<file path="config.mk">
export PLATFORM = sky130hd
export DESIGN_NAME = asg_lin
export DESIGN_NICKNAME = d
export VERILOG_FILES = /design/src/rtl/asg_pkg.sv /design/src/rtl/asg_lin_sat.sv /design/src/rtl/asg_lin.sv
export SDC_FILE = /design/constraint.sdc
export NUM_CORES = 1
export LEC_CHECK = 0
export ABC_AREA = 1
export CORE_ASPECT_RATIO = 0.7
export CORE_MARGIN = 4
export CORE_UTILIZATION = 60
export CTS_CLUSTER_DIAMETER = 50
export DETAILED_ROUTE_END_ITERATION = 10
export GPL_TIMING_DRIVEN = 1
export PLACE_DENSITY = 0.83
export SLEW_MARGIN = 20
export SYNTH_ARGS = -nofsm -noshare
export SYNTH_HDL_FRONTEND = slang
export SYNTH_SLANG_ARGS = --single-unit
</file>
<file path="constraint.sdc">
create_clock -name clk -period 4.68 [get_ports clk]
set_clock_uncertainty 0.2 [all_clocks]
set_input_delay 0.468 -clock clk [delete_from_list [all_inputs] [get_ports clk]]
set_output_delay 0.468 -clock clk [all_outputs]
set_load 0.02 [all_outputs]
</file>
<file path="src/rtl/asg_pkg.sv">
// asg_pkg: shared widths, sample types and saturation limits for the asg DSP stages
package asg_pkg;
    localparam int ASG_DWI = 14;
    localparam int ASG_DWO = 14;
    localparam int ASG_DWM = 16;
    localparam int ASG_DWS = 14;
    localparam int ASG_CWS = 32;
    typedef logic signed [ASG_DWI-1:0] asg_smp_i_t;
    typedef logic signed [ASG_DWO-1:0] asg_smp_o_t;
    typedef logic signed [ASG_DWS-1:0] asg_sum_t;
    typedef logic signed [ASG_DWM-1:0] asg_mul_t;
    localparam int ASG_GAIN_ONE = 2 ** (ASG_DWM - 2);
    localparam int ASG_SAT_MAX = 2 ** (ASG_DWO - 1) - 1;
    localparam int ASG_SAT_MIN = -(2 ** (ASG_DWO - 1));
endpackage

</file>
<file path="src/rtl/asg_lin_sat.sv">
// asg_lin_sat: combinational signed saturation from WI bits down to WO bits
module asg_lin_sat #(
    parameter int WI = 17,
    parameter int WO = 14
) (
    input  logic signed [WI-1:0] dat_i,
    output logic signed [WO-1:0] dat_o,
    output logic                 sat_o
);
    logic [WI-WO:0] hi;
    // in range only when every bit from the output sign upward matches
    assign hi    = dat_i[WI-1:WO-1];
    assign sat_o = ~(&hi | ~|hi);
    assign dat_o = sat_o ? {dat_i[WI-1], {(WO-1){~dat_i[WI-1]}}} : dat_i[WO-1:0];
endmodule

</file>
<file path="src/rtl/asg_lin.sv">
// asg_lin: 2-stage AXI4-stream gain/offset/saturation stage with saturation status
module asg_lin import asg_pkg::*; #(
    parameter int DWI = ASG_DWI,
    parameter int DWO = ASG_DWO,
    parameter int DWM = ASG_DWM,
    parameter int DWS = ASG_DWS,
    parameter int CWS = ASG_CWS
) (
    input  logic                  clk,
    input  logic                  rstn,
    input  logic                  ctl_rst,
    input  logic                  ctl_clr,
    input  logic signed [DWM-1:0] cfg_mul,
    input  logic signed [DWS-1:0] cfg_sum,
    input  logic signed [DWI-1:0] sti_tdata,
    input  logic                  sti_tkeep,
    input  logic                  sti_tlast,
    input  logic                  sti_tvalid,
    output logic                  sti_tready,
    output logic signed [DWO-1:0] sto_tdata,
    output logic                  sto_tkeep,
    output logic                  sto_tlast,
    output logic                  sto_tvalid,
    input  logic                  sto_tready,
    output logic                  sts_sat,
    output logic [CWS-1:0]        sts_cnt
);
    localparam int PW = DWI + DWM;
    logic                  v1_q, k1_q, l1_q, v2_q, k2_q, l2_q, sat_q, sat_d;
    logic signed [PW-1:0]  p1_q;
    logic signed [DWO-1:0] d2_q, y;
    logic signed [DWI+2:0] s;
    logic [CWS-1:0]        cnt_q, cnt_d;
    logic                  adv1, adv2, sat, sat_ev, unused_lsb;
    assign adv2       = ~v2_q | sto_tready;
    assign adv1       = ~v1_q | adv2;
    assign sti_tready = adv1 | ctl_rst;
    // slicing p1 above the fraction bits is the floor shift
    assign s = {p1_q[PW-1], p1_q[PW-1:DWM-2]} + {{(DWI+3-DWS){cfg_sum[DWS-1]}}, cfg_sum};
    assign unused_lsb = ^p1_q[DWM-3:0];
    asg_lin_sat #(.WI(DWI + 3), .WO(DWO)) u_sat (.dat_i(s), .dat_o(y), .sat_o(sat));
    always_ff @(posedge clk or negedge rstn) begin
        if (!rstn) begin
            v1_q <= 1'b0;
            k1_q <= 1'b0;
            l1_q <= 1'b0;
            p1_q <= '0;
            v2_q <= 1'b0;
            k2_q <= 1'b0;
            l2_q <= 1'b0;
            d2_q <= '0;
        end else begin
            v1_q <= ctl_rst ? 1'b0 : adv1 ? sti_tvalid : v1_q;
            v2_q <= ctl_rst ? 1'b0 : adv2 ? v1_q : v2_q;
            if (adv1 && sti_tvalid) begin
                p1_q <= $signed(PW'(sti_tdata)) * $signed(PW'(cfg_mul));
                k1_q <= sti_tkeep;
                l1_q <= sti_tlast;
            end
            if (adv2 && v1_q) begin
                d2_q <= y;
                k2_q <= k1_q;
                l2_q <= l1_q;
            end
        end
    end
    // a clear in the same cycle as an event restarts the count at that event
    assign sat_ev = adv2 & v1_q & ~ctl_rst & sat;
    always_comb begin
        sat_d = sat_ev | (sat_q & ~ctl_clr);
        cnt_d = ctl_clr ? CWS'(sat_ev) : (sat_ev & ~&cnt_q) ? cnt_q + CWS'(1) : cnt_q;
    end
    always_ff @(posedge clk or negedge rstn) begin
        if (!rstn) begin
            sat_q <= 1'b0;
            cnt_q <= '0;
        end else begin
            sat_q <= sat_d;
            cnt_q <= cnt_d;
        end
    end
    assign sto_tdata  = d2_q;
    assign sto_tkeep  = k2_q;
    assign sto_tlast  = l2_q;
    assign sto_tvalid = v2_q;
    assign sts_sat    = sat_q;
    assign sts_cnt    = cnt_q;
endmodule

</file>
# Yosys cells after proc, flatten, opt, wreduce, memory -nomap -nowiden
# Cells that the tools add are included.
# word_totals
reg_bits,83
latch_bits,0
ramBits,0
romBits,0
in_bits,52
out_inout_bits,51
word_cells,46
n_memories,0
# classes
n_addsub,2
n_mul,1
n_div,0
order_cmp,0
eq_ne,0
shifts,0
mux,7
bitwise_logic,16
n_reduce_logical,10
# op_table
op,n
2-to-1 mux 32 bit,2
"adder 32 x 1 -> 32 bit, second input constant",1
AND reduction 32 bit,1
multiplier 14 x 16 -> 30 bit,1
adder 16 x 14 -> 17 bit,1
2-to-1 mux 14 bit,1
NOT 1 bit,6
nonzero test 2 bit,3
bitwise AND 1 bit,5
OR 1 bit,5
2-to-1 mux 1 bit,4
AND reduction 4 bit,1
OR reduction 4 bit,1
logical AND 1 bit,2
zero test 1 bit,2

# Depth between registers and ports, before layout
# depth
depth_word,9
mapped_depth,29
ltp_nobuf,27

# Cells and area by module
# Synthesis repeated with hierarchy kept, for this count alone.
# unflattened
hier_cells,1862
hier_area_um2,13610.6
# by_module_without_submodules
module,n_inst,cells_each,area_each_um2,seq_area_each_um2
asg_lin,1,1824,13415.4,1726.7
asg_lin_sat,1,38,195.2,0.0

# Worst setup path before layout
# OpenSTA, ideal clock, no wires.
# synth_timing
path_kind,input port to flip-flop
start,input port sti_tdata[5]
end,register p1_q[18]
arrival_time_ps,5669
t_required_ps,4362
setup_slack_ps,-1307
cell_stages,22
path_buffers,2
cell_sequence,clkbuf_1 > clkbuf_1 > nand2_1 > fa_1 > fa_1 > inv_1 > fa_1 > fa_1 > fa_1 > inv_1 > fa_1 > inv_1 > ha_1 > a21oi_1 > o21ai_0 > a21oi_1 > o21ai_0 > nand2_1 > nand2_1 > or2_2 > nand3_1 > nand2_1
# synth_between
elab_chain_len,1
# synth_lines
item,line_no,text
start: declaration,asg_lin.sv:15,"input logic signed [DWI-1:0] sti_tdata,"
multiplier 14 x 16 -> 30 bit,asg_lin.sv:56,p1_q <= $signed(PW'(sti_tdata)) * $signed(PW'(cfg_mul));
end signal: assignment,asg_lin.sv:56,
end: declaration,asg_lin.sv:30,logic signed [PW-1:0] p1_q;
# No other way between the ends.
# A chain may end at the register's enable or synchronous reset.

# Worst setup path in the final report
# layout_timing
start,input port cfg_mul[10]
end,register p1_q[29]
# layout_between
elab_chain_len,1
# layout_lines
item,line_no,text
start: declaration,asg_lin.sv:13,"input logic signed [DWM-1:0] cfg_mul,"
multiplier 14 x 16 -> 30 bit,asg_lin.sv:56,
# No other way between the ends.

==> results.py <==
metrics = {
    "status": {
        "status": "finished, violations left",
        "violations": "setup timing",
    },
    "placed_design": {
        "placed_cells": 2348,
        "io_buffers": 102,
        "gp_congestion": 0.956,
        "post-place-ws_ps": -1680,
        "dp_hpwl_mm": 30.9,
        "placed_area_mm2": 0.0163,
    },
    "critical_path": {
        "timing.rr.end": "sts_cnt[13]",
        "path_class": "in -> reg",
        "critPathSlowestCell": "fa_1",
        "worst_ep_arrival_time_ps": 6000,
        "crit_buf_inv": 10,
        "rr_startpoint": "p1_q[14]",
        "r2r_cells": 18,
        "cp_common_cell": "fa_1",
        "required_ps": 4700,
        "crit_path_start_kind": "input pin",
        "cp_max_fo": 4,
        "critPathTopFamily": "adder cells",
        "cp-end-kind": "flip-flop",
        "rrSetupSlack_ps": 1420,
        "slowest_delay_ps": 560,
    },
    "die": {
        "fp.dieArea_mm2": 0.0252,
        "initial_utilization_pct": 61.9,
        "die-width_um": 188,
        "io_pins": 103,
        "die_h_um": 134,
        "core_mm2": 0.0220,
        "rows": 45,
    },
    "timing": {
        "maxSlewHeadroom_pct": 35.1,
        "setup_violations": 16,
        "period_needed_ps": 5990,
        "hold_viol": 0,
        "rsz0062_at_grt": "yes",
        "drv_slew": 0,
        "setup_ws_ps": -1310,
        "max_freq_mhz": 167,
        "finalCritPeriodShare_pct": 128,
        "tightest_slew_ps": 973,
    },
    "layout": {
        "final_common_cell": "nand2_1",
        "nets": 2529,
        "diodes": 0,
        "drive_gt1_share_pct": 25.2,
        "syn2layout_area_growth_pct": 35.8,
        "instances_no_fill": 2459,
        "layout_common_cells": "nand2_1, inv_1, fa_1",
        "fin_area_mm2": 0.0185,
        "nFillCells": 1275,
    },
    "route": {
        "dr.pass1.iters": 6,
        "drt_iter0_markers": 1761,
        "drc": 0,
        "drt-total-wl_mm": 50.7,
        "routedWlPerCell_um": 20.6,
        "avgViaCountPerCell": 5.84,
        "vias": 14400,
        "detail-route-antenna-nets": 0,
    },
    "clocking": {
        "cts_buffers": 9,
        "cts_root_buf": "clkbuf_16",
        "clock_path_buffers": 2,
        "h-tree-depth": 3,
        "cts.clk_slew.worst_paths_ps": 60,
        "cts_sinks": 69,
        "clock_latency_ps": 340,
        "cts_tree": "built",
    },
    "synth": {
        "synthAdderAreaFrac_pct": 40.1,
        "syn-num-nets": 2236,
        "synth.ff_latch_count": 69,
        "ys.flop_type": "dfrtp_1",
        "yosys-top-cells-area": "fa_1, nand2_1, inv_1, dfrtp_1, ha_1",
        "yosys_warnings": 0,
        "synth_top_family_by_area": "adder cells",
        "postSynthCellCount": 1880,
        "synth_simple_gate_area_share_pct": 24.9,
        "synth.top_cell.area_share_pct": 32.3,
        "synth-seq-area-share_pct": 12.7,
        "post-synth-top-area-cell": "fa_1",
        "syn_area_mm2": 0.0136,
        "synthDistinctLibCells": 39,
        "async_flop_share_pct": 100,
        "synth-compound-area-share_pct": 4.16,
        "syn_area_per_cell_um2": 7.23,
        "synth-xor-area-share_pct": 3.09,
        "synth_edf_count": 0,
        "synth_mux_area_share_pct": 0,
    },
    "grt": {
        "grt_max_degree": 42,
        "grt_usage_pct": 36.1,
        "grt_pass1_wl_mm": 72.8,
        "antenna_found_initial": 0,
        "grt_pass1_vias": 14300,
        "overflow": 0,
    },
    "hold_path": {
        "hold_start": "sto_tdata[4]",
        "hold_path_class": "reg -> reg",
        "min_to": "sto_tdata[4]",
        "hold_depth": 2,
    },
    "flow_run": {
        "maxCapViolCount": 0,
    },
}
-- per-stage QoR --
stage,hold WS (ps),util (%),TNS [ps]
after global routing,291,84.1,-20530
final,278,84.1,-18550
after floorplan,-27.6,-,-10330
after detailed placement,264,74.3,-24120
after CTS,280,81.1,-11810
after global placement,264,74.3,-22540
-- tightest hold or removal path: stages (launching register included) --
cell,delay [ps]
dfrtp_1,340
nand2_1,50
nand2_1,50
-- flip-flops by register name, indices dropped and copies added, names as in the netlist --
name	count
sts_cnt	32
p1_q	16
sto_tdata	14
k1_q	1
l1_q	1
sto_tkeep	1
sto_tlast	1
sto_tvalid	1
sts_sat	1
v1_q	1
-- metal layers --
metal	wire length [um]	global-route usage, %
met1	18300	48.3
met2	22100	57.4
met3	6440	10.2
met4	3810	11.9
met5	0	0
-- kinds of logic after synthesis --
group / after synthesis
simple gates: 823
buf+inv: 533
compound gates: 103
xor+xnor: 48
flops: 69
fa+ha+maj: 304
-- how the worst max path moves through the flow --
| stage | start | end | slack, ps | cells past startpoint |
|---|---|---|---|---|
| final | cfg_mul[10] | p1_q[29] | -1310 | 28 |
| after global routing | cfg_mul[10] | p1_q[29] | -1430 | 28 |
| after global placement | cfg_mul[15] | p1_q[28] | -1600 | 23 |
| after detailed placement | cfg_mul[15] | p1_q[28] | -1680 | 21 |
| after floorplan | sti_tdata[2] | p1_q[21] | -740 | 23 |
| after CTS | sti_tdata[7] | p1_q[29] | -800 | 24 |
-- synthesized netlist by cell type, types with 5 or more instances --
master,instances
xor2_1,23
o21ai_0,41
nor3_1,31
a21oi_1,42
nand2_2,7
inv_1,469
nand2_1,556
buf_6,5
nor2_1,109
or2_2,10
fa_1,219
nor4_1,8
xnor2_1,25
nand4_1,14
nand3_1,77
clkbuf_1,52
ha_1,85
nand3b_1,5
dfrtp_1,69
-- final cells by class --
| class | instances | area [um2] | share of cell area, % |
|---|---|---|---|
| Multi-Input combinational cell | 1278 | 11000 | 59.4 |
| Inverter | 471 | 1770 | 9.61 |
| Clock inverter | 4 | 25.0 | 0.136 |
| Clock buffer | 11 | 243 | 1.32 |
| Timing Repair Buffer | 344 | 3380 | 18.3 |
| Tap cell | 282 | 353 | 1.91 |
| Sequential cell | 69 | 1730 | 9.36 |
-- repair_timing --
item / in CTS / in global routing
cloned: 10 / 0
gates resized for setup: 304 / 147
endpoints found under the hold margin: 23 / 0
hold buffers: 1 / 0
buffers inserted: 61 / 28
pin swaps: 126 / 123
setup endpoints to repair: 16 / 16
Power is left out: the tool's default activity adds up to more than one toggle a clock period on the data nets, which glitch-free logic cannot reach.
